==> config.mk <==
export PLATFORM = sky130hd
export DESIGN_NAME = issueque_ctrl_flat
export DESIGN_NICKNAME = d
export VERILOG_FILES = /design/src/rtl/issueque_ctrl_pkg.sv /design/src/rtl/issueque_ctrl_if.sv /design/src/rtl/issueque_ctrl_wakeup_cmp.sv /design/src/rtl/issueque_ctrl.sv /design/src/flat_wrapper.sv
export SDC_FILE = /design/constraint.sdc
export NUM_CORES = 1
export LEC_CHECK = 0
export BUFFER_PORTS_ARGS = -buffer_cell sky130_fd_sc_hd__buf_4
export CAP_MARGIN = 25
export CORE_MARGIN = 1.5
export CORE_UTILIZATION = 50
export DETAILED_ROUTE_END_ITERATION = 8
export GPL_TIMING_DRIVEN = 0
export PLACE_DENSITY = 0.84
export SLEW_MARGIN = 5
export SYNTH_ARGS = -nofsm -noshare
export SYNTH_HDL_FRONTEND = slang
export SYNTH_SLANG_ARGS = --single-unit
export TNS_END_PERCENT = 50
==> constraint.sdc <==
create_clock -name clk -period 2.5 [get_ports clk]
set_clock_uncertainty 0.2 [all_clocks]
set_input_delay 0 -clock clk [delete_from_list [all_inputs] [get_ports clk]]
set_output_delay 0 -clock clk [all_outputs]
set_load 0.01 [all_outputs]
==> src/rtl/issueque_ctrl_pkg.sv <==
// Shared types for the issue-queue controller: slot shadow record, enable bundle, oldest-ready pick.
// Latency: n/a (types and a pure function). Backpressure: n/a.
// Slot index i here always means physical slot i+1; higher index is older.
package issueque_pkg;

    localparam int DEPTH     = 4;
    localparam int TAG_WIDTH = 6;
    localparam int SLOT_W    = $clog2(DEPTH);
    localparam int OCC_W     = $clog2(DEPTH + 1);

    typedef logic [SLOT_W-1:0]    slot_idx_t;
    typedef logic [TAG_WIDTH-1:0] tag_t;
    typedef logic [DEPTH-1:0]     vec_t;
    typedef logic [OCC_W-1:0]     occ_t;

    typedef struct packed {
        logic valid;
        logic rs1v;
        logic rs2v;
        tag_t rs1_tag;
        tag_t rs2_tag;
    } slot_t;

    typedef struct packed {
        vec_t enable_valid;
        vec_t enable_opcode;
        vec_t enable_rd_tag;
        vec_t enable_rs1_tag;
        vec_t enable_rs2_tag;
        vec_t enable_rs1_data;
        vec_t enable_rs2_data;
        vec_t enable_rs1_valid;
        vec_t enable_rs2_valid;
        vec_t sel_rs1;
        vec_t sel_rs2;
    } en_vec_t;

    // Highest set bit wins; returns 0 when nothing is ready.
    function automatic slot_idx_t oldest_ready(input vec_t rdy);
        slot_idx_t idx;
        idx = '0;
        for (int i = 0; i < DEPTH; i++) begin
            if (rdy[i]) idx = slot_idx_t'(i);
        end
        return idx;
    endfunction

endpackage

==> src/rtl/issueque_ctrl_if.sv <==
// Dispatch / CDB / FU handshake plus the shift-register control bundle.
// Latency: n/a (wiring only). Backpressure: dispatch_accept low means dispatch must hold and retry.
// master = controller side, slave = environment side.
interface issueque_ctrl_if;
    import issueque_pkg::*;

    logic      dispatch_enable;
    tag_t      dispatch_rs1_tag;
    tag_t      dispatch_rs2_tag;
    logic      dispatch_rs1_data_val;
    logic      dispatch_rs2_data_val;
    logic      CDB_valid;
    tag_t      CDB_tag;
    logic      issue_grant;

    logic      dispatch_accept;
    logic      issueque_full;
    logic      issue_req;
    slot_idx_t issue_slot;
    occ_t      occupancy;
    en_vec_t   ctl;

    modport master (
        input  dispatch_enable, dispatch_rs1_tag, dispatch_rs2_tag,
               dispatch_rs1_data_val, dispatch_rs2_data_val,
               CDB_valid, CDB_tag, issue_grant,
        output dispatch_accept, issueque_full, issue_req, issue_slot, occupancy, ctl
    );

    modport slave (
        output dispatch_enable, dispatch_rs1_tag, dispatch_rs2_tag,
               dispatch_rs1_data_val, dispatch_rs2_data_val,
               CDB_valid, CDB_tag, issue_grant,
        input  dispatch_accept, issueque_full, issue_req, issue_slot, occupancy, ctl
    );

endinterface

==> src/rtl/issueque_ctrl_wakeup_cmp.sv <==
// Per-slot source mux (own slot or the younger neighbour when shifting) plus CDB tag compare.
// Latency: purely combinational. Backpressure: none.
// nxt is the shadow value this slot takes on the next edge, wakeups already folded in.
module issueque_wakeup_cmp
    import issueque_pkg::*;
(
    input  logic  shift,
    input  slot_t own,
    input  slot_t below,
    input  logic  cdb_valid,
    input  tag_t  cdb_tag,
    output slot_t nxt,
    output logic  match1,
    output logic  match2
);

    slot_t src;

    always_comb begin
        src    = shift ? below : own;
        match1 = cdb_valid & ~src.rs1v & (src.rs1_tag == cdb_tag);
        match2 = cdb_valid & ~src.rs2v & (src.rs2_tag == cdb_tag);
        nxt      = src;
        nxt.rs1v = src.rs1v | match1;
        nxt.rs2v = src.rs2v | match2;
    end

endmodule

==> src/rtl/issueque_ctrl.sv <==
// Issue-queue sequencer: oldest-ready select, hole collapse toward the old end, CDB wakeup capture.
// Latency: controls are combinational from registered shadow state; shadow/occupancy update on the edge.
// Backpressure: dispatch_accept drops when no hole reaches slot 1; the FU stalls issue via issue_grant.
module issueque_ctrl
    import issueque_pkg::*;
(
    input logic            clk,
    input logic            reset,
    issueque_ctrl_if.master io
);

    slot_t slot_q [DEPTH];
    slot_t slot_d [DEPTH];
    slot_t below  [DEPTH];
    logic  m1     [DEPTH];
    logic  m2     [DEPTH];
    occ_t  occ_q, occ_d;

    vec_t      ready, issued, hole, shift;
    logic      req_c, fire, accept_c;
    slot_idx_t slot_c;

    always_comb begin
        ready = '0;
        for (int i = 0; i < DEPTH; i++) begin
            ready[i] = slot_q[i].valid & slot_q[i].rs1v & slot_q[i].rs2v;
        end
        req_c  = |ready;
        slot_c = oldest_ready(ready);
        fire   = req_c & io.issue_grant;

        issued = '0;
        if (fire) issued[slot_c] = 1'b1;

        hole  = '0;
        shift = '0;
        for (int i = DEPTH - 1; i >= 0; i--) begin
            hole[i]  = ~slot_q[i].valid | issued[i];
            shift[i] = hole[i] | ((i < DEPTH - 1) ? shift[(i + 1) % DEPTH] : 1'b0);
        end

        below[0].valid   = io.dispatch_enable;
        below[0].rs1v    = io.dispatch_rs1_data_val;
        below[0].rs2v    = io.dispatch_rs2_data_val;
        below[0].rs1_tag = io.dispatch_rs1_tag;
        below[0].rs2_tag = io.dispatch_rs2_tag;
        // An issued instruction must not reappear one slot older when it is shifted past.
        for (int i = 1; i < DEPTH; i++) begin
            below[i]       = slot_q[i-1];
            below[i].valid = slot_q[i-1].valid & ~issued[i-1];
        end

        accept_c = shift[0] & io.dispatch_enable;
        occ_d    = occ_q + occ_t'(accept_c) - occ_t'(fire);
    end

    for (genvar g = 0; g < DEPTH; g++) begin : gen_cmp
        issueque_wakeup_cmp u_cmp (
            .shift     (shift[g]),
            .own       (slot_q[g]),
            .below     (below[g]),
            .cdb_valid (io.CDB_valid),
            .cdb_tag   (io.CDB_tag),
            .nxt       (slot_d[g]),
            .match1    (m1[g]),
            .match2    (m2[g])
        );
    end

    // Outputs are forced low while reset is asserted, independent of the clock.
    always_comb begin
        io.ctl             = '0;
        io.dispatch_accept = 1'b0;
        io.issueque_full   = 1'b0;
        io.issue_req       = 1'b0;
        io.issue_slot      = '0;
        io.occupancy       = '0;
        if (reset) begin
            for (int i = 0; i < DEPTH; i++) begin
                io.ctl.enable_valid[i]     = shift[i];
                io.ctl.enable_opcode[i]    = shift[i];
                io.ctl.enable_rd_tag[i]    = shift[i];
                io.ctl.enable_rs1_tag[i]   = shift[i];
                io.ctl.enable_rs2_tag[i]   = shift[i];
                io.ctl.enable_rs1_data[i]  = shift[i] | m1[i];
                io.ctl.enable_rs1_valid[i] = shift[i] | m1[i];
                io.ctl.enable_rs2_data[i]  = shift[i] | m2[i];
                io.ctl.enable_rs2_valid[i] = shift[i] | m2[i];
                io.ctl.sel_rs1[i]          = ~m1[i];
                io.ctl.sel_rs2[i]          = ~m2[i];
                io.issueque_full           = (i == 0) ? slot_q[i].valid
                                                      : (io.issueque_full & slot_q[i].valid);
            end
            io.dispatch_accept = accept_c;
            io.issue_req       = req_c;
            io.issue_slot      = slot_c;
            io.occupancy       = occ_q;
        end
    end

    always_ff @(posedge clk or negedge reset) begin
        if (!reset) begin
            for (int i = 0; i < DEPTH; i++) slot_q[i] <= '0;
            occ_q <= '0;
        end else begin
            for (int i = 0; i < DEPTH; i++) slot_q[i] <= slot_d[i];
            occ_q <= occ_d;
        end
    end

endmodule

==> src/flat_wrapper.sv <==
// flat-port wrapper written by rule: the top's interface ports become plain ports
module issueque_ctrl_flat import issueque_pkg::*;
  (clk, reset, io_dispatch_enable, io_dispatch_rs1_tag, io_dispatch_rs2_tag, io_dispatch_rs1_data_val, io_dispatch_rs2_data_val, io_CDB_valid, io_CDB_tag, io_issue_grant, io_dispatch_accept, io_issueque_full, io_issue_req, io_issue_slot, io_occupancy, io_ctl);
  issueque_ctrl_if io_i ();
  input logic clk;
  input logic reset;
  input wire logic [$bits(io_i.dispatch_enable)-1:0] io_dispatch_enable;
  input wire logic [$bits(io_i.dispatch_rs1_tag)-1:0] io_dispatch_rs1_tag;
  input wire logic [$bits(io_i.dispatch_rs2_tag)-1:0] io_dispatch_rs2_tag;
  input wire logic [$bits(io_i.dispatch_rs1_data_val)-1:0] io_dispatch_rs1_data_val;
  input wire logic [$bits(io_i.dispatch_rs2_data_val)-1:0] io_dispatch_rs2_data_val;
  input wire logic [$bits(io_i.CDB_valid)-1:0] io_CDB_valid;
  input wire logic [$bits(io_i.CDB_tag)-1:0] io_CDB_tag;
  input wire logic [$bits(io_i.issue_grant)-1:0] io_issue_grant;
  output wire logic [$bits(io_i.dispatch_accept)-1:0] io_dispatch_accept;
  output wire logic [$bits(io_i.issueque_full)-1:0] io_issueque_full;
  output wire logic [$bits(io_i.issue_req)-1:0] io_issue_req;
  output wire logic [$bits(io_i.issue_slot)-1:0] io_issue_slot;
  output wire logic [$bits(io_i.occupancy)-1:0] io_occupancy;
  output wire logic [$bits(io_i.ctl)-1:0] io_ctl;
  assign io_i.dispatch_enable = io_dispatch_enable;
  assign io_i.dispatch_rs1_tag = io_dispatch_rs1_tag;
  assign io_i.dispatch_rs2_tag = io_dispatch_rs2_tag;
  assign io_i.dispatch_rs1_data_val = io_dispatch_rs1_data_val;
  assign io_i.dispatch_rs2_data_val = io_dispatch_rs2_data_val;
  assign io_i.CDB_valid = io_CDB_valid;
  assign io_i.CDB_tag = io_CDB_tag;
  assign io_i.issue_grant = io_issue_grant;
  assign io_dispatch_accept = io_i.dispatch_accept;
  assign io_issueque_full = io_i.issueque_full;
  assign io_issue_req = io_i.issue_req;
  assign io_issue_slot = io_i.issue_slot;
  assign io_occupancy = io_i.occupancy;
  assign io_ctl = io_i.ctl;
  issueque_ctrl u_core (.clk(clk), .reset(reset), .io(io_i));
endmodule
==> results of run 1 <==
## power by group
part	switching [uW]	internal, uW
sequential	370	1510
clock	405	488
combinational	2020	2200
## area by class of cell
type	instances	share of cell area, %
plain buffers	43	5.98
clock buffers	13	2.61
clock inverters	3	0.745
inverters	13	0.855
multi-input cells	284	39.8
flip-flops and latches	63	27.7
well taps	102	2.24
repair buffers	132	20.1
## layer usage
layer / up-vias / share of wire, % / track usage (%) / wire [um]
met1: 1780 / 40 / 32.1 / 4630
met5: - / 0 / 0 / 0
li1: 1643 / - / - / -
met3: 35 / 6.5 / 4.19 / 751
met4: 0 / 3.0 / 15.0 / 350
met2: 182 / 50 / 44.7 / 5840
## state kept, by name (all words and copies together), names as in the netlist
register / cells
u_core.below: 42
u_core.occ_q: 3
u_core.slot_q: 18
## through the flow
stage | hold WS [ns] | std cells | total power [uW] | instance area [um2]
3_5_place_dp | -0.0312 | 578 | 4960 | 4620
3_3_place_gp | -0.0335 | 578 | 4820 | 4620
6_report | -0.425 | 653 | 6990 | 5710
5_1_grt | -0.352 | 653 | 7360 | 5710
2_1_floorplan | -0.496 | 404 | 4030 | 3950
4_1_cts | -0.413 | 632 | 6280 | 5290
## path summary, 6_finish.rpt
| kind | end | start | slack (ns) |
|---|---|---|---|
| setup / recovery | io_ctl[21] | u_core.below[12] | -0.56 |
| hold / removal | u_core.below[4] | reset | -0.42 |
| setup reg to reg | u_core.occ_q[2] | u_core.below[12] | -0.41 |
| hold reg to reg | u_core.slot_q[2] | u_core.slot_q[2] | 0.31 |
| max in group asynchronous | u_core.slot_q[14] | reset | 1.91 |
| min in group clk | u_core.below[23] | io_issue_grant | 0.01 |
## worst register-to-register path, cell delays in order, from the launching register on
cell and delay (ns):
dfrtp_2 0.46, a22o_4 0.27, a21bo_4 0.23, nor2_4 0.15
buf_8 0.13, buf_6 0.12, buf_6 0.12, nand2_8 0.07
buf_8 0.15, and2_4 0.13, ha_4 0.15, fa_2 0.35
xnor2_2 0.14, xnor2_1 0.12
## cells by family (layout without fill, tap and decap cells)
logic type      Yosys count  in the layout  synth area share, %
simple gates            155            155                 20.7
flops                    63             63                 40.5
buf+inv                  57            204                 8.64
compound gates           55             55                 10.8
xor+xnor                 40             40                 8.99
mux                      31             31                 9.25
fa+ha+maj                 3              3                 1.16
## cell usage after synthesis, types with 4 or more instances
master | instances | share of area [%]
nand2_1 | 66 | 6.4
dfrtp_1 | 63 | 40
buf_4 | 27 | 5.2
mux2_2 | 24 | 6.9
xnor2_1 | 23 | 5.2
and2_1 | 21 | 3.4
nor2b_1 | 18 | 2.9
xor2_1 | 17 | 3.8
nand3_1 | 13 | 1.7
inv_1 | 12 | 1.2
clkbuf_1 | 10 | 0.96
nor2_1 | 9 | 0.87
o21ai_0 | 8 | 1.0
o22ai_1 | 8 | 1.3
a21boi_1 | 6 | 1.2
nand4_1 | 6 | 0.96
o211ai_1 | 6 | 1.2
and3_1 | 5 | 0.80
buf_2 | 5 | 0.64
a221oi_1 | 4 | 0.90
mux2_4 | 4 | 1.5
nor4_1 | 4 | 0.64
## timing repair
item / CTS / global route
resized for setup: 35 / 64
setup endpoints to repair: 48 / 43
pin swaps: 29 / 26
buffers inserted: 22 / 22
hold endpoints to repair: 86 / 63
==> results.yml, run 1 <==
run_status:
  status: "finished with violations"
  violations: "hold timing, setup timing"
worst_setup_path:
  cp.depth: 11
  path_delay_family: "compound AO/OA/AOI/OAI gates"
  cpMaxStageDelayCell: "dfrtp_2"
  critPathMaxFanout: 6
  path_cells: "a22o_4 -> a21bo_4 -> nor2_4 -> buf_8 -> buf_6 -> o21ai_0 -> a221oi_1 -> nand4_1 -> a21boi_2 -> buf_4 -> buf_6"
  timing.critical_path.buf_inv: 4
  worstPathArrival_ns: 2.86
  critPathLaunchType: "flip-flop"
  crit_path_frequent_cell: "buf_6"
  ff2ff_path_depth: 13
  crit_type: "flip-flop to output port"
  crit_path_end_kind: "output port"
  crit_required_ns: 2.30
  max_stage_delay_ns: 0.46
timing:
  drv_slew: 0
  slew_headroom_pct: 41.2
  setup_viol: 37
  hold_viol: 63
  fin_crit_sh_pct: 123
  worst_slew_pin_slew_ns: 0.882
  worst_slack_ns: -0.563
  whs_ns: -0.425
  max_freq_mhz: 326
  period_minus_slack_ns: 3.06
  finalSetupTns_ns: -12.30
  rsz0062_at_grt: "yes"
logic_synthesis:
  netlist_area_um2: 3890
  syn_area_per_cell_um2: 9.64
  synth_cell_types: 52
  ys.flop_type: "dfrtp_1"
  synthCells: 404
  ys_warn_count: 0
  ys_ff_latch: 63
  synth_nets: 432
  async_reset_ff_share_pct: 100
  seq_area_frac_synth_pct: 40.5
  synth-edff-count: 0
global_routing:
  grt_usage_pct: 26.5
  grt_pass1_wl_mm: 17.1
  grt_overflow: 0
  grt_max_degree: 74
  grt_pass1_vias: 3605
  grt_antenna_before_repair: 0
clock_network:
  clkTransAtPathRegs_ns: 0.07
  cts-buffers-inserted: 9
  clkLatencyLatePin_ns: 0.35
  postCtsHoldBufs: 16
  cts-root-buf: "clkbuf_8"
  cts_tree: "done"
  cts.path.max_buffers: 2
  clock-sinks: 63
  htree_num_levels: 3
floorplan:
  ios: 77
  die-width_um: 91.3
  rows: 32
  fp.coreArea_um2: 7650
  die_h_um: 91.3
  initial_core_util_pct: 50.9
  dieArea_um2: 8330
layout:
  multi_input_area_um2: 2270
  antenna_cells: 0
  fin_util_pct: 74.7
  final_common_cell: "buf_4"
  nNetsFinal: 574
  final_cell_mix: "buf_4, nand2_1, dfrtp_1"
  register_area_um2: 1580
  area_delta_synth_final_pct: 46.6
  fill_cells: 482
  drive_gt1_share_pct: 44.3
drt:
  drc_errors: 0
  via_count: 3640
  routedWlPerCell_um: 17.7
  drtIter0Drc: 276
  vias_per_cell: 5.57
  wirelength_mm: 11.6
  ant_nets: 0
  first_pass_iters: 5
placed_design:
  portBuffers: 72
  gp_congestion: 0.912
  pre_cts_slack_ns: -0.272
  dp_hpwl_mm: 7.05
job:
  drv_cap: 0
pwr:
  vdd_drop_max_v: 0.000803
  p_leak_uw: 0.00273
  power_per_cell_area_nw_per_um2: 1220
hold_path:
  holdCritPathClass: "input port to asynchronous set/reset pin"
(Power assumes the default switching activity.)
==> run 2, diff against run 1 <==
--- a/config.mk
+++ b/config.mk
@@ -8,10 +8,11 @@
 export BUFFER_PORTS_ARGS = -buffer_cell sky130_fd_sc_hd__buf_4
 export CAP_MARGIN = 25
 export CORE_MARGIN = 1.5
-export CORE_UTILIZATION = 50
+export CORE_UTILIZATION = 40
 export DETAILED_ROUTE_END_ITERATION = 8
+export GPL_ROUTABILITY_DRIVEN = 0
 export GPL_TIMING_DRIVEN = 0
-export PLACE_DENSITY = 0.84
+export PLACE_DENSITY = 0.71
 export SLEW_MARGIN = 5
 export SYNTH_ARGS = -nofsm -noshare
 export SYNTH_HDL_FRONTEND = slang
==> run 2 against run 1 <==
Against the previous run:
- the flow still finishes with violations (hold timing, setup timing)
- non-clock buffer count down 5
- power increased by 1.5%
- final area about the same
- sequential share of layout area hardly changed
- critical path type unchanged
- critical endpoint is now io_ctl[2]
- largest cell class unchanged
- largest power group unchanged
==> results.yml, run 2 (synthesis results as in run 1) <==
global_routing:
  grt_pass1_vias: 3537
  grt_pass1_wl_mm: 17.3
  grt_usage_pct: 22.0
  grt_max_degree: 74
  grt_overflow: 0
  grt_antenna_before_repair: 0
timing:
  max_freq_mhz: 326
  whs_ns: -0.430
  setup_viol: 40
  rsz0062_at_grt: "yes"
  worst_slew_pin_slew_ns: 0.913
  slew_headroom_pct: 39.1
  hold_viol: 63
  drv_slew: 0
  period_minus_slack_ns: 3.07
  worst_slack_ns: -0.572
  fin_crit_sh_pct: 123
drt:
  drc_errors: 0
  first_pass_iters: 5
  via_count: 3524
  vias_per_cell: 5.23
  wirelength_mm: 11.6
  drtIter0Drc: 172
  routedWlPerCell_um: 17.2
  ant_nets: 0
worst_setup_path:
  crit_path_end_kind: "output port"
  startpoint: "u_core.slot_q[12]"
  worstPathArrival_ns: 2.87
  critPathLaunchType: "flip-flop"
  reg2reg_from: "u_core.slot_q[12]"
  crit_end: "io_ctl[2]"
  critPathMaxFanout: 6
  rrSetupSlack_ns: -0.41
  ff2ff_path_depth: 13
  r2r-end: "u_core.occ_q[2]"
  crit_type: "flip-flop to output port"
  crit_required_ns: 2.30
clock_network:
  htree_num_levels: 3
  cts.path.max_buffers: 2
  cts-buffers-inserted: 9
  postCtsHoldBufs: 16
  clock-sinks: 63
  cts-root-buf: "clkbuf_8"
  cts_tree: "done"
  clkLatencyLatePin_ns: 0.36
  clkTransAtPathRegs_ns: 0.07
layout:
  final_common_cell: "buf_4"
  antenna_cells: 0
  nNetsFinal: 569
  largest_reg_flops: 42
  final_cell_mix: "buf_4, nand2_1, dfrtp_1"
  fin_util_pct: 61.2
  finalNonFillerCells: 674
  drive_gt1_share_pct: 44.6
  area_delta_synth_final_pct: 46.5
floorplan:
  die_h_um: 102
  rows: 35
  fp.coreArea_um2: 9330
  die-width_um: 102
  initial_core_util_pct: 41.8
  ios: 77
  dieArea_um2: 10300
pwr:
  pwr-share-comb_pct: 60.6
  p_leak_uw: 0.00272
  seqPwrFrac_pct: 26.5
  sw_frac_of_total_pct: 40.1
  finalPower_uw: 7100
  p_int_uw: 4250
  power_per_cell_area_nw_per_um2: 1240
  power_switching_uw: 2840
  power_frac_clock_pct: 12.8
  vdd_drop_max_v: 0.000653
run_status:
  violations: "hold timing, setup timing"
  status: "finished with violations"
hold_path:
  holdCritPathClass: "input port to asynchronous set/reset pin"
placed_design:
  portBuffers: 72
  pre_cts_slack_ns: -0.447
  place_inst: 605
  dp_hpwl_mm: 7.31
job:
  drv_cap: 0
==> run 2: cell types whose count changed in the layout (fill, tap and decap cells not counted), sizes merged <==
cell,previous run,this run
clkbuf,22,19
buf,150,145
clkinv,2,3
clkinvlp,1,2
==> run 2: power by group through the flow <==
stage                     clock [uW]  combinational (uW)  sequential (uW)
after global placement             0                3010             1850
after floorplan                    0                2300             1730
final                            911                4300             1880
after global routing             965                4610             1930
after detailed placement           0                3110             1870
after CTS                        902                3550             1840
==> run 2: worst min path at each step <==
stage          slack [ns]               end
3_3_place_gp        -0.03   u_core.occ_q[0]
4_1_cts             -0.39  u_core.below[31]
3_5_place_dp        -0.02  u_core.below[39]
5_1_grt             -0.36   u_core.occ_q[2]
2_1_floorplan       -0.50   u_core.below[0]
6_report            -0.43   u_core.occ_q[2]
==> run 2: layout make-up <==
type / instances / area [um2]
flip-flops and latches: 63 / 1580
plain buffers: 43 / 340
inverters: 13 / 48.8
multi-input cells: 284 / 2280
clock buffers: 10 / 138
fillers: 756 / 3620
repair buffers: 127 / 1090
well taps: 129 / 161
clock inverters: 5 / 58.8
==> run 2: stage by stage <==
stage	setup TNS, ns	hold WS, ns	instance area (um2)
CTS	-10.61	-0.394	5330
global placement	-4.34	-0.0311	4650
finish	-12.09	-0.430	5700
floorplan	-0.0667	-0.496	3950
detailed placement	-5.06	-0.0223	4650
global route	-16.23	-0.359	5700
==> run 2: timing repair <==
action                                 CTS  global route
setup endpoints to repair               50            42
gates resized for setup                 29            64
setup buffers                           26            13
pin swaps                               28            23
endpoints found under the hold margin   87            63
==> run 2: metal layers <==
| layer | vias to the layer above | part of all wire (%) | GRT usage, % |
|---|---|---|---|
| li1 | 1632 | - | - |
| met1 | 1732 | 41 | 27.5 |
| met2 | 133 | 51 | 37.7 |
| met3 | 27 | 5.5 | 3.52 |
| met4 | 0 | 2.9 | 9.29 |
| met5 | - | 0 | 0 |
==> run 2: critical path, stage by stage, from the launching register on <==
cell,delay [ns]
dfrtp_1,0.42
a22o_4,0.30
a21oi_4,0.26
buf_4,0.18
mux2_4,0.31
xor2_1,0.15
nor4_2,0.30
nand4_1,0.16
buf_4,0.17
and2_4,0.15
buf_6,0.11
